### src/rtl/alu_pkg.sv
// alu_pkg: opcode encodings and arbiter FSM states shared by the ALU slice
package alu_pkg;
  localparam logic [1:0] OP_ADD = 2'b00;
  localparam logic [1:0] OP_SUB = 2'b01;
  localparam logic [1:0] OP_AND = 2'b10;
  localparam logic [1:0] OP_OR  = 2'b11;
  typedef enum logic [1:0] {
    S_IDLE = 2'b00,
    S_EXEC = 2'b01,
    S_DONE = 2'b10
  } state_e;
endpackage

### src/rtl/alu_core.sv
// alu_core: combinational add/sub/and/or with zero flag; add/sub wrap
module alu_core
  import alu_pkg::*;
#(
  parameter int WIDTH = 4
) (
  input  logic [WIDTH-1:0] a_i,
  input  logic [WIDTH-1:0] b_i,
  input  logic [1:0]       opcode_i,
  output logic [WIDTH-1:0] result_o,
  output logic             zero_o
);
  // select the operation; carry and borrow fall off the top
  always_comb begin
    result_o = (opcode_i == OP_ADD) ? a_i + b_i :
               (opcode_i == OP_SUB) ? a_i - b_i :
               (opcode_i == OP_AND) ? a_i & b_i : a_i | b_i;
    zero_o = (result_o == '0);
  end
endmodule

### src/rtl/alu_arbiter.sv
// alu_arbiter: round-robin sharing of one alu_core between two req/ack requesters
module alu_arbiter
  import alu_pkg::*;
#(
  parameter int WIDTH = 4
) (
  input  logic             clk,
  input  logic             rst,
  input  logic             req0,
  input  logic [WIDTH-1:0] a0,
  input  logic [WIDTH-1:0] b0,
  input  logic [1:0]       opcode0,
  output logic             ack0,
  input  logic             req1,
  input  logic [WIDTH-1:0] a1,
  input  logic [WIDTH-1:0] b1,
  input  logic [1:0]       opcode1,
  output logic             ack1,
  output logic [WIDTH-1:0] result,
  output logic             zero,
  output logic             done,
  output logic             done_id,
  output logic             busy
);
  state_e           state_q, state_d;
  logic             last_q, last_d;
  logic             id_q, id_d;
  logic [WIDTH-1:0] a_q, a_d, b_q, b_d;
  logic [1:0]       op_q, op_d;
  logic [WIDTH-1:0] result_q, result_d;
  logic             zero_q, zero_d;
  logic             done_id_q, done_id_d;
  logic [WIDTH-1:0] alu_res;
  logic             alu_zero;
  logic             win;
  alu_core #(.WIDTH(WIDTH)) u_alu (
    .a_i      (a_q),
    .b_i      (b_q),
    .opcode_i (op_q),
    .result_o (alu_res),
    .zero_o   (alu_zero)
  );
  // last_q remembers who was served; on a tie the other requester wins
  always_comb begin
    win       = (req0 && req1) ? ~last_q : req1;
    state_d   = state_q;
    last_d    = last_q;
    id_d      = id_q;
    a_d       = a_q;
    b_d       = b_q;
    op_d      = op_q;
    result_d  = result_q;
    zero_d    = zero_q;
    done_id_d = done_id_q;
    case (state_q)
      S_IDLE: if (req0 || req1) begin
        state_d = S_EXEC;
        last_d  = win;
        id_d    = win;
        a_d     = win ? a1 : a0;
        b_d     = win ? b1 : b0;
        op_d    = win ? opcode1 : opcode0;
      end
      S_EXEC: begin
        state_d   = S_DONE;
        result_d  = alu_res;
        zero_d    = alu_zero;
        done_id_d = id_q;
      end
      default: state_d = S_IDLE;
    endcase
  end
  // state and datapath registers; reset drops any in-flight op
  always_ff @(posedge clk) begin
    if (rst) begin
      state_q   <= S_IDLE;
      last_q    <= 1'b1;
      id_q      <= 1'b0;
      a_q       <= '0;
      b_q       <= '0;
      op_q      <= '0;
      result_q  <= '0;
      zero_q    <= 1'b1;
      done_id_q <= 1'b0;
    end else begin
      state_q   <= state_d;
      last_q    <= last_d;
      id_q      <= id_d;
      a_q       <= a_d;
      b_q       <= b_d;
      op_q      <= op_d;
      result_q  <= result_d;
      zero_q    <= zero_d;
      done_id_q <= done_id_d;
    end
  end
  assign ack0    = (state_q == S_EXEC) && !id_q;
  assign ack1    = (state_q == S_EXEC) && id_q;
  assign done    = (state_q == S_DONE);
  assign busy    = (state_q != S_IDLE);
  assign result  = result_q;
  assign zero    = zero_q;
  assign done_id = done_id_q;
endmodule
### config.mk
export PLATFORM = sky130hd
export DESIGN_NAME = alu_arbiter
export DESIGN_NICKNAME = d
export VERILOG_FILES = /design/src/rtl/alu_pkg.sv /design/src/rtl/alu_core.sv /design/src/rtl/alu_arbiter.sv
export SDC_FILE = /design/constraint.sdc
export NUM_CORES = 1
export LEC_CHECK = 0
export BUFFER_PORTS_ARGS = -buffer_cell sky130_fd_sc_hd__buf_2
export CAP_MARGIN = 25
export CORE_MARGIN = 4
export CORE_UTILIZATION = 52
export DETAILED_ROUTE_END_ITERATION = 8
export GPL_TIMING_DRIVEN = 0
export PLACE_DENSITY = 0.83
export RECOVER_POWER = 25
export SYNTH_ARGS = -nofsm -noshare
export SYNTH_HDL_FRONTEND = slang
export SYNTH_HIERARCHICAL = 1
export SYNTH_SLANG_ARGS = --single-unit
### constraint.sdc
create_clock -name clk -period 2.7 [get_ports clk]
set_input_delay 0.135 -clock clk [delete_from_list [all_inputs] [get_ports clk]]
set_output_delay 0.135 -clock clk [all_outputs]
set_load 0.01 [all_outputs]
== After elaboration in Yosys (flattened, before gate mapping) ==
Index checks and enable logic that the tools add are counted.
Word-level totals
  flip-flop bits (word level): 20
  input port bits: 24
  output and inout bits: 10
Cells by class
  $add $sub $neg: 2
  equal/unequal tests: 5
  multiplexer cells: 9
  bitwise logic cells: 3
  reduce and logical (&&, ||, !) cells: 10
Operators by type and width (count)
  $mux 4: 5
  $add 4x4->4: 1
  $and 4x4->4: 1
  $eq 2x1->1 const B: 2
  $eq 2x2->1 const B: 2
  $logic_not 2->1: 2
  $logic_not 4->1: 1
  $mux 2: 2
  $or 4x4->4: 1
  $pmux 2 s2: 1
  $sub 4x4->4: 1
  $logic_and 1x1->1: 3
  $ne 2x2->1 const B: 1
  $reduce_and 2->1: 1
  $reduce_bool 2->1: 1
  $logic_not 1->1: 1
  $logic_or 1x1->1: 1
  $mux 1: 1
  $not 1->1: 1

== Depth between registers and ports, before layout ==
Gate-level depths: netlist of the first run.
  depth in word-level cells: 5
  mapped depth: 10
  gate-level depth less buffers: 10

== Hierarchy ==
Netlist of the first run, hierarchy kept.
Modules (own cells, without submodules)
  alu_arbiter: instances 1, cells each 105, area an instance 857.1 µm², sequential area each 400.4 µm²
  alu_core: instances 1, cells each 51, area an instance 435.4 µm², sequential area each 0.0 µm²

== Worst setup path before layout of the first run ==
Ideal clock, no wire load.
  kind: register -> register
  start: register b_q[0]
  end: register zero_q (netlist: zero)
  library setup time: 0.122 ns
  arrival: 1.851 ns
  data required time: 2.578 ns
  path slack: 0.726 ns
  stages on the path, launching flop included: 11
  path buffers: 0
  period minus slack after synthesis: 1.974 ns
  path through: dfxtp_1 > ha_1 > inv_1 > fa_1 > or2_1 > and3b_1 > o31ai_2 > nor4b_2 > o21a_1 > nand2_1 > nand3b_1
RTL lines
  start, declared: RTL line alu_arbiter.sv:28  | logic [WIDTH-1:0] a_q, a_d, b_q, b_d;
  start signal, assigned: RTL line alu_arbiter.sv:80  | b_q <= '0;
  start signal, assigned: RTL line alu_arbiter.sv:90  | b_q <= b_d;
  $sub 4x4->4: RTL line alu_core.sv:16  | (opcode_i == OP_SUB) ? a_i - b_i :
  $mux 4: RTL line alu_core.sv:16
  $mux 4 *: RTL line alu_core.sv:15  | result_o = (opcode_i == OP_ADD) ? a_i + b_i :
  via alu_res[2]: RTL line alu_arbiter.sv:33  | logic [WIDTH-1:0] alu_res;
  $logic_not 4->1 *: RTL line alu_core.sv:18  | zero_o = (result_o == '0);
  via alu_zero: RTL line alu_arbiter.sv:34  | logic alu_zero;
  end signal, assigned: RTL line alu_arbiter.sv:93  | zero_q <= zero_d;
  end, declared: RTL line alu_arbiter.sv:31  | logic zero_q, zero_d;
The timed path passes the listed nets; every way through them passes the cells marked *.
A chain may end at the register's enable or synchronous reset.

== Worst setup path after layout of the first run ==
Same ends and word-level chain as after synthesis.

==> metrics.md, run 1 <==
| Metric | Value |
|---|---|
| Wire per inst | 12.4 um |
| Fillers | 211 |
| Antenna violations before repair | 0 |
| Worst Path Max Fanout | 4 |
| Hold buffers post-CTS | 0 |
| Hold Fails Final Rpt | 0 |
| Nets@finish | 230 |
| Leakage power | 0.666 nW |
| Drt first pass iters | 4 |
| #FFs+latches synth | 20 |
| R2R depth | 10 |
| Grt ovf | 0 |
| WP data required | 2.90 ns |
| Drt drc | 0 |
| WHS Path Cells | 3 |
| Fmax | 0.462 GHz |
| Top sig layer | met4 |
| Gpl congestion | 0.779 |
| Yosys warns | 6 |
| Minimum clock period | 2.16 ns |
| Most frequent cells in the layout | nand2_1, buf_2, dfxtp_1, a21oi_1, inv_1 |
| Total core area | 2300 um2 |
| H-Tree Level Count | 1 |
| Initial Util | 0.563 |
| Drt via density | 5.41 |
| CTS tree | yes |
| Crit share post-route | 0.802 |
| # setup viols final | 0 |
| Layout area overhead | 16.7% |
| Kind of end point of the critical path | flop |
| Post-Synthesis Cell Area | 1290 um2 |
| Post-synth top flop | dfxtp_1 |
| Reg area | 400 um2 |
| Row count | 17 |
| Root Buffer | clkbuf_4 |
| HPWL Detailed | 2.21 mm |
| Overall global routing resource usage | 0.180 |
| Wire length on met1 | 1.19 mm |
| Via Count | 1191 |
| Commonest non-fill, non-tap cell in the layout | nand2_1 |
| WL final | 2.73 mm |
| Flop-to-flop setup slack | 0.54 ns |
| Metal2 WL | 1.30 mm |
| Number of synthesized flops with an enable pin | 0 |
| Ranking of synthesized cells by area | dfxtp_1, nand2_1, ha_1 |
| IO Pins | 34 |
| CTS sink count | 20 |
| RSZ-0062 raised after global routing | false |
| Setup total negative slack | 0 ns |
| N_diodes | 0 |
| Clock Skew | 0.0100 ns |
| Largest net degree at the start of global routing | 12 |
| Distinct cell type count after synthesis | 36 |
| Status | complete, no violations |
| First-pass GRT wire length | 4.74 mm |
| Chip Height | 57.9 um |
| Total CTS buffers | 3 |
| Clock latency on the worst-skew pair | 0.30 ns |
| Post-synth ARST share | 0 |
| Slew HR | 0.709 |
| Met3 WL | 161 um |
| Antenna-violating nets left | 0 |
| Sequential share of the synthesized area | 0.310 |
| Worst vdd ir | 0.320 mV |
| DRT iter0 DRCs | 13 |
| Final count of pins violating max slew | 0 |
| IO Port Bufs | 32 |
| PD cells | 524 nW/um2 |
| Post-Synthesis Cells | 156 |
| Critical Path Start Type | flop |
| Clock buffer depth | 2 |
| Setup bufs post-CTS | 0 |
| PostCTS Resize Cnt | 0 |
| Crit path kind | reg -> reg |
| Die Footprint | 3350 um2 |
| Layout cells sized above 1 | 0.234 |
| Hold Slack | 0.0922 ns |
| HP Class | in -> reg |
| Cell taking the most area after synthesis | dfxtp_1 |
| Die width | 57.9 um |
| Max-cap violation count | 0 |
| Area of the multi-input gates | 772 um2 |
| Vias in the first global route | 1151 |
| Reg clk slew, reported paths | 0.12 ns |
| Syn Area/Cell | 8.29 um2 |
| Worst slew pin tran | 0.437 ns |
| CP Data Arrival Time | 2.37 ns |
| Synthesized Nets | 193 |
| Share of the synthesized area in the top cell type | 0.310 |
[cell type report]
class / instances / area share
Multi-Input combinational cell: 113 / 0.512
Sequential cell: 20 / 0.265
Timing Repair Buffer: 32 / 0.101
Buffer: 8 / 0.0373
Inverter: 15 / 0.0373
Clock buffer: 4 / 0.0240
Tap cell: 28 / 0.0232
[logic make-up (layout without fill, tap and decap cells)]
| kind of cell | after synthesis | in the layout | share of synthesized area |
|---|---|---|---|
| AO/OA/AOI/OAI | 39 | 39 | 0.210 |
| adder cells (fa/ha/maj) | 13 | 13 | 0.137 |
| AND/OR/NAND/NOR | 57 | 57 | 0.209 |
| buffers and inverters | 23 | 59 | 0.0871 |
| XOR/XNOR | 1 | 1 | 0.00678 |
| flip-flops | 20 | 20 | 0.310 |
| multiplexers | 3 | 3 | 0.0397 |
[critical path, cell delays in order, from the launching register on]
cell and delay [ns]:
dfxtp_1 0.39, ha_1 0.22, inv_1 0.07, fa_1 0.36
or2_1 0.26, and3b_1 0.18, o31ai_2 0.28, nor4b_2 0.09
o21a_1 0.11, nand2_1 0.05, nand3b_1 0.07
[metal layers]
metal | global-route usage | up-vias
met1 | 0.205 | 534
met4 | 0.0960 | 0
met5 | 0 | -
met3 | 0.0401 | 12
li1 | - | 603
met2 | 0.310 | 42
[cell usage after synthesis, drive strengths merged (2+ instances only)]
| cell type | instances |
|---|---|
| clkbuf | 3 |
| dfxtp | 20 |
| fa | 2 |
| o21ai | 2 |
| inv | 15 |
| nor2b | 3 |
| ha | 11 |
| nor3 | 2 |
| or2 | 2 |
| a311oi | 10 |
| nand2 | 38 |
| buf | 5 |
| nor2 | 7 |
| a21boi | 2 |
| a21oi | 18 |
[worst paths after layout]
| check | startpoint | end |
|---|---|---|
| worst max register to register | b_q[0] | zero |
| worst min-delay path | b0[0] | b_q[0] |
| worst min register to register | result[1] | result[1] |
| worst max-delay path | b_q[0] | zero |
[where the power goes]
group	internal, W	switching [W]
Combinational	0.000123	0.000139
Sequential	0.000326	0.0000304
Clock	0.0000822	0.0000909
Total	0.000530	0.000260
[metrics by stage]
step / setup WS [ns] / area [um2] / std cells / power [W] / util
after floorplan: 0.726 / 1290 / 156 / 0.000552 / -
after global placement: 0.580 / 1490 / 216 / 0.000610 / 0.648
after detailed placement: 0.520 / 1490 / 216 / 0.000628 / 0.648
after CTS: 0.516 / 1520 / 220 / 0.000797 / 0.663
after global routing: 0.386 / 1510 / 220 / 0.000851 / 0.657
final: 0.536 / 1510 / 220 / 0.000790 / 0.657
[registers in the layout, summed over array words and instances (netlist names)]
name     flops
a_q          4
b_q          4
done_id      1
id_q         1
last_q       1
op_q         2
result       4
state_q      2
zero         1
Power figures use the tool's default switching activity.
==> run 2: changes to the inputs <==
--- a/config.mk
+++ b/config.mk
@@ -8,10 +8,10 @@
 export BUFFER_PORTS_ARGS = -buffer_cell sky130_fd_sc_hd__buf_2
 export CAP_MARGIN = 25
 export CORE_MARGIN = 4
-export CORE_UTILIZATION = 52
+export CORE_UTILIZATION = 47
 export DETAILED_ROUTE_END_ITERATION = 8
 export GPL_TIMING_DRIVEN = 0
-export PLACE_DENSITY = 0.83
+export PLACE_DENSITY = 0.79
 export RECOVER_POWER = 25
 export SYNTH_ARGS = -nofsm -noshare
 export SYNTH_HDL_FRONTEND = slang
==> constraint.sdc (replaced) <==
create_clock -name clk -period 1.7 [get_ports clk]
set_input_delay 0.085 -clock clk [delete_from_list [all_inputs] [get_ports clk]]
set_output_delay 0.085 -clock clk [all_outputs]
set_load 0.01 [all_outputs]
==> metrics.md, run 2 (same netlist as run 1, synthesis figures left out) <==
| Metric | Value |
|---|---|
| Top sig layer | met4 |
| Chip Height | 60.4 um |
| CTS tree | yes |
| Placed Cells | 218 |
| Design area | 1630 um2 |
| WP data required | 1.91 ns |
| Final std cells w/o fill | 226 |
| CP Data Arrival Time | 2.18 ns |
| Share of power burned in the clock network | 0.215 |
| Critical Path Start Type | flop |
| Nets@finish | 234 |
| Clock buffer depth | 2 |
| Leakage power | 0.693 nW |
| WL final | 2.90 mm |
| Gpl congestion | 0.822 |
| Die width | 60.4 um |
| Kind of end point of the critical path | flop |
| DRT iter0 DRCs | 21 |
| IO Port Bufs | 32 |
| Slew HR | 0.716 |
| Failing checks | negative setup slack |
| First-pass GRT wire length | 4.63 mm |
| RSZ-0062 raised after global routing | true |
| Clock Skew | 0.00342 ns |
| HPWL Detailed | 2.21 mm |
| Most frequent cells in the layout | nand2_1, buf_2, a21oi_1, dfxtp_1 |
| Reg clk slew, reported paths | 0.12 ns |
| Final count of pins violating max slew | 0 |
| IO Pins | 34 |
| Crit path kind | reg -> reg |
| Flop-to-flop setup slack | -0.27 ns |
| Wire length on met1 | 1.20 mm |
| Die Footprint | 3650 um2 |
| Hold Slack | 0.0196 ns |
| Fillers | 224 |
| P_sw | 0.000450 W |
| Placement-stage cell area | 1510 um2 |
| Commonest non-fill, non-tap cell in the layout | nand2_1 |
| Vias in the first global route | 1120 |
| Crit share post-route | 1.16 |
| Initial Util | 0.508 |
| Drt via density | 5.29 |
| Status | finished, violations left |
| PD cells | 821 nW/um2 |
| PnR worst setup slack | -0.272 ns |
| Grt ovf | 0 |
| Seq pwr share | 0.430 |
| Wire per inst | 12.8 um |
| Drt first pass iters | 4 |
| Layout area overhead | 25.8% |
| Overall global routing resource usage | 0.165 |
| HP Class | in -> reg |
| Drt drc | 0 |
| Metal2 WL | 1.44 mm |
| Total core area | 2540 um2 |
| Worst slew pin tran | 0.425 ns |
| N_diodes | 0 |
| Worst vdd ir | 0.581 mV |
| Clock latency on the worst-skew pair | 0.30 ns |
| Switching fraction of total power | 0.337 |
| Comb power frac | 0.356 |
| # setup viols final | 3 |
| Fmax | 0.507 GHz |
| Hold buffers post-CTS | 0 |
| Total CTS buffers | 3 |
| Max-cap violation count | 0 |
| Layout cells sized above 1 | 0.362 |
| Internal | 0.000885 W |
| Met3 WL | 214 um |
| Row count | 18 |
| Via Count | 1195 |
| Antenna-violating nets left | 0 |
| Root Buffer | clkbuf_4 |
| Minimum clock period | 1.97 ns |
| Worst Path Max Fanout | 3 |
| H-Tree Level Count | 1 |
| Antenna violations before repair | 0 |
| Largest net degree at the start of global routing | 12 |
| Hold Fails Final Rpt | 0 |
| CTS sink count | 20 |
run 2: cell types whose count changed in the layout (fill, tap and decap cells not counted), sizes merged:
cell,change
buf,+4
run 2: layout make-up:
| type | instances | area, um2 | area share |
|---|---|---|---|
| timing repair buffer | 36 | 183 | 0.112 |
| inverter | 15 | 58.8 | 0.0362 |
| tap | 30 | 37.5 | 0.0231 |
| clock buffer | 4 | 36.3 | 0.0223 |
| multi-input combinational | 113 | 837 | 0.515 |
| buffer | 8 | 56.3 | 0.0346 |
| sequential | 20 | 418 | 0.257 |
run 2: metal layers:
layer,vias up,global-route usage
li1,608,-
met1,536,0.201
met2,44,0.289
met3,7,0.0362
met4,0,0.0588
met5,-,0
run 2: what timing repair did:
action                     CTS  global route
setup endpoints to repair    4             4
pin swaps                    7             2
buffers inserted             3             1
resized for setup            7            12
run 2: stage by stage:
step | setup TNS [ns] | total power [W] | utilization | setup slack [ns]
6_report | -0.641 | 0.00134 | 0.639 | -0.272
3_5_place_dp | -0.946 | 0.00101 | 0.592 | -0.358
5_1_grt | -1.08 | 0.00142 | 0.639 | -0.415
3_3_place_gp | -0.630 | 0.000980 | 0.592 | -0.290
2_1_floorplan | -0.284 | 0.000888 | - | -0.209
4_1_cts | -0.821 | 0.00130 | 0.620 | -0.261
run 2: power groups by stage:
stage               Sequential, W  Clock (W)  Combinational [W]
floorplan                0.000575          0           0.000312
global placement         0.000576          0           0.000403
detailed placement       0.000581          0           0.000425
CTS                      0.000571   0.000286           0.000444
global route             0.000583   0.000306           0.000535
finish                   0.000574   0.000287           0.000475
run 2: worst max-delay path, cell delays in order (launching register included):
cell,delay (ns)
dfxtp_4,0.39
ha_4,0.14
inv_2,0.04
fa_2,0.32
or2_1,0.25
and3b_1,0.18
o31ai_2,0.24
nor4b_2,0.08
o21a_1,0.11
nand2_1,0.05
nand3b_1,0.07
run 2: path summary, 6_finish.rpt:
| check | from | to | cells past startpoint |
|---|---|---|---|
| max | a_q[0] | zero | 10 |
| max reg2reg | a_q[0] | zero | 10 |
| min reg2reg | result[0] | result[0] | 2 |
| min | a0[1] | a_q[1] | 3 |
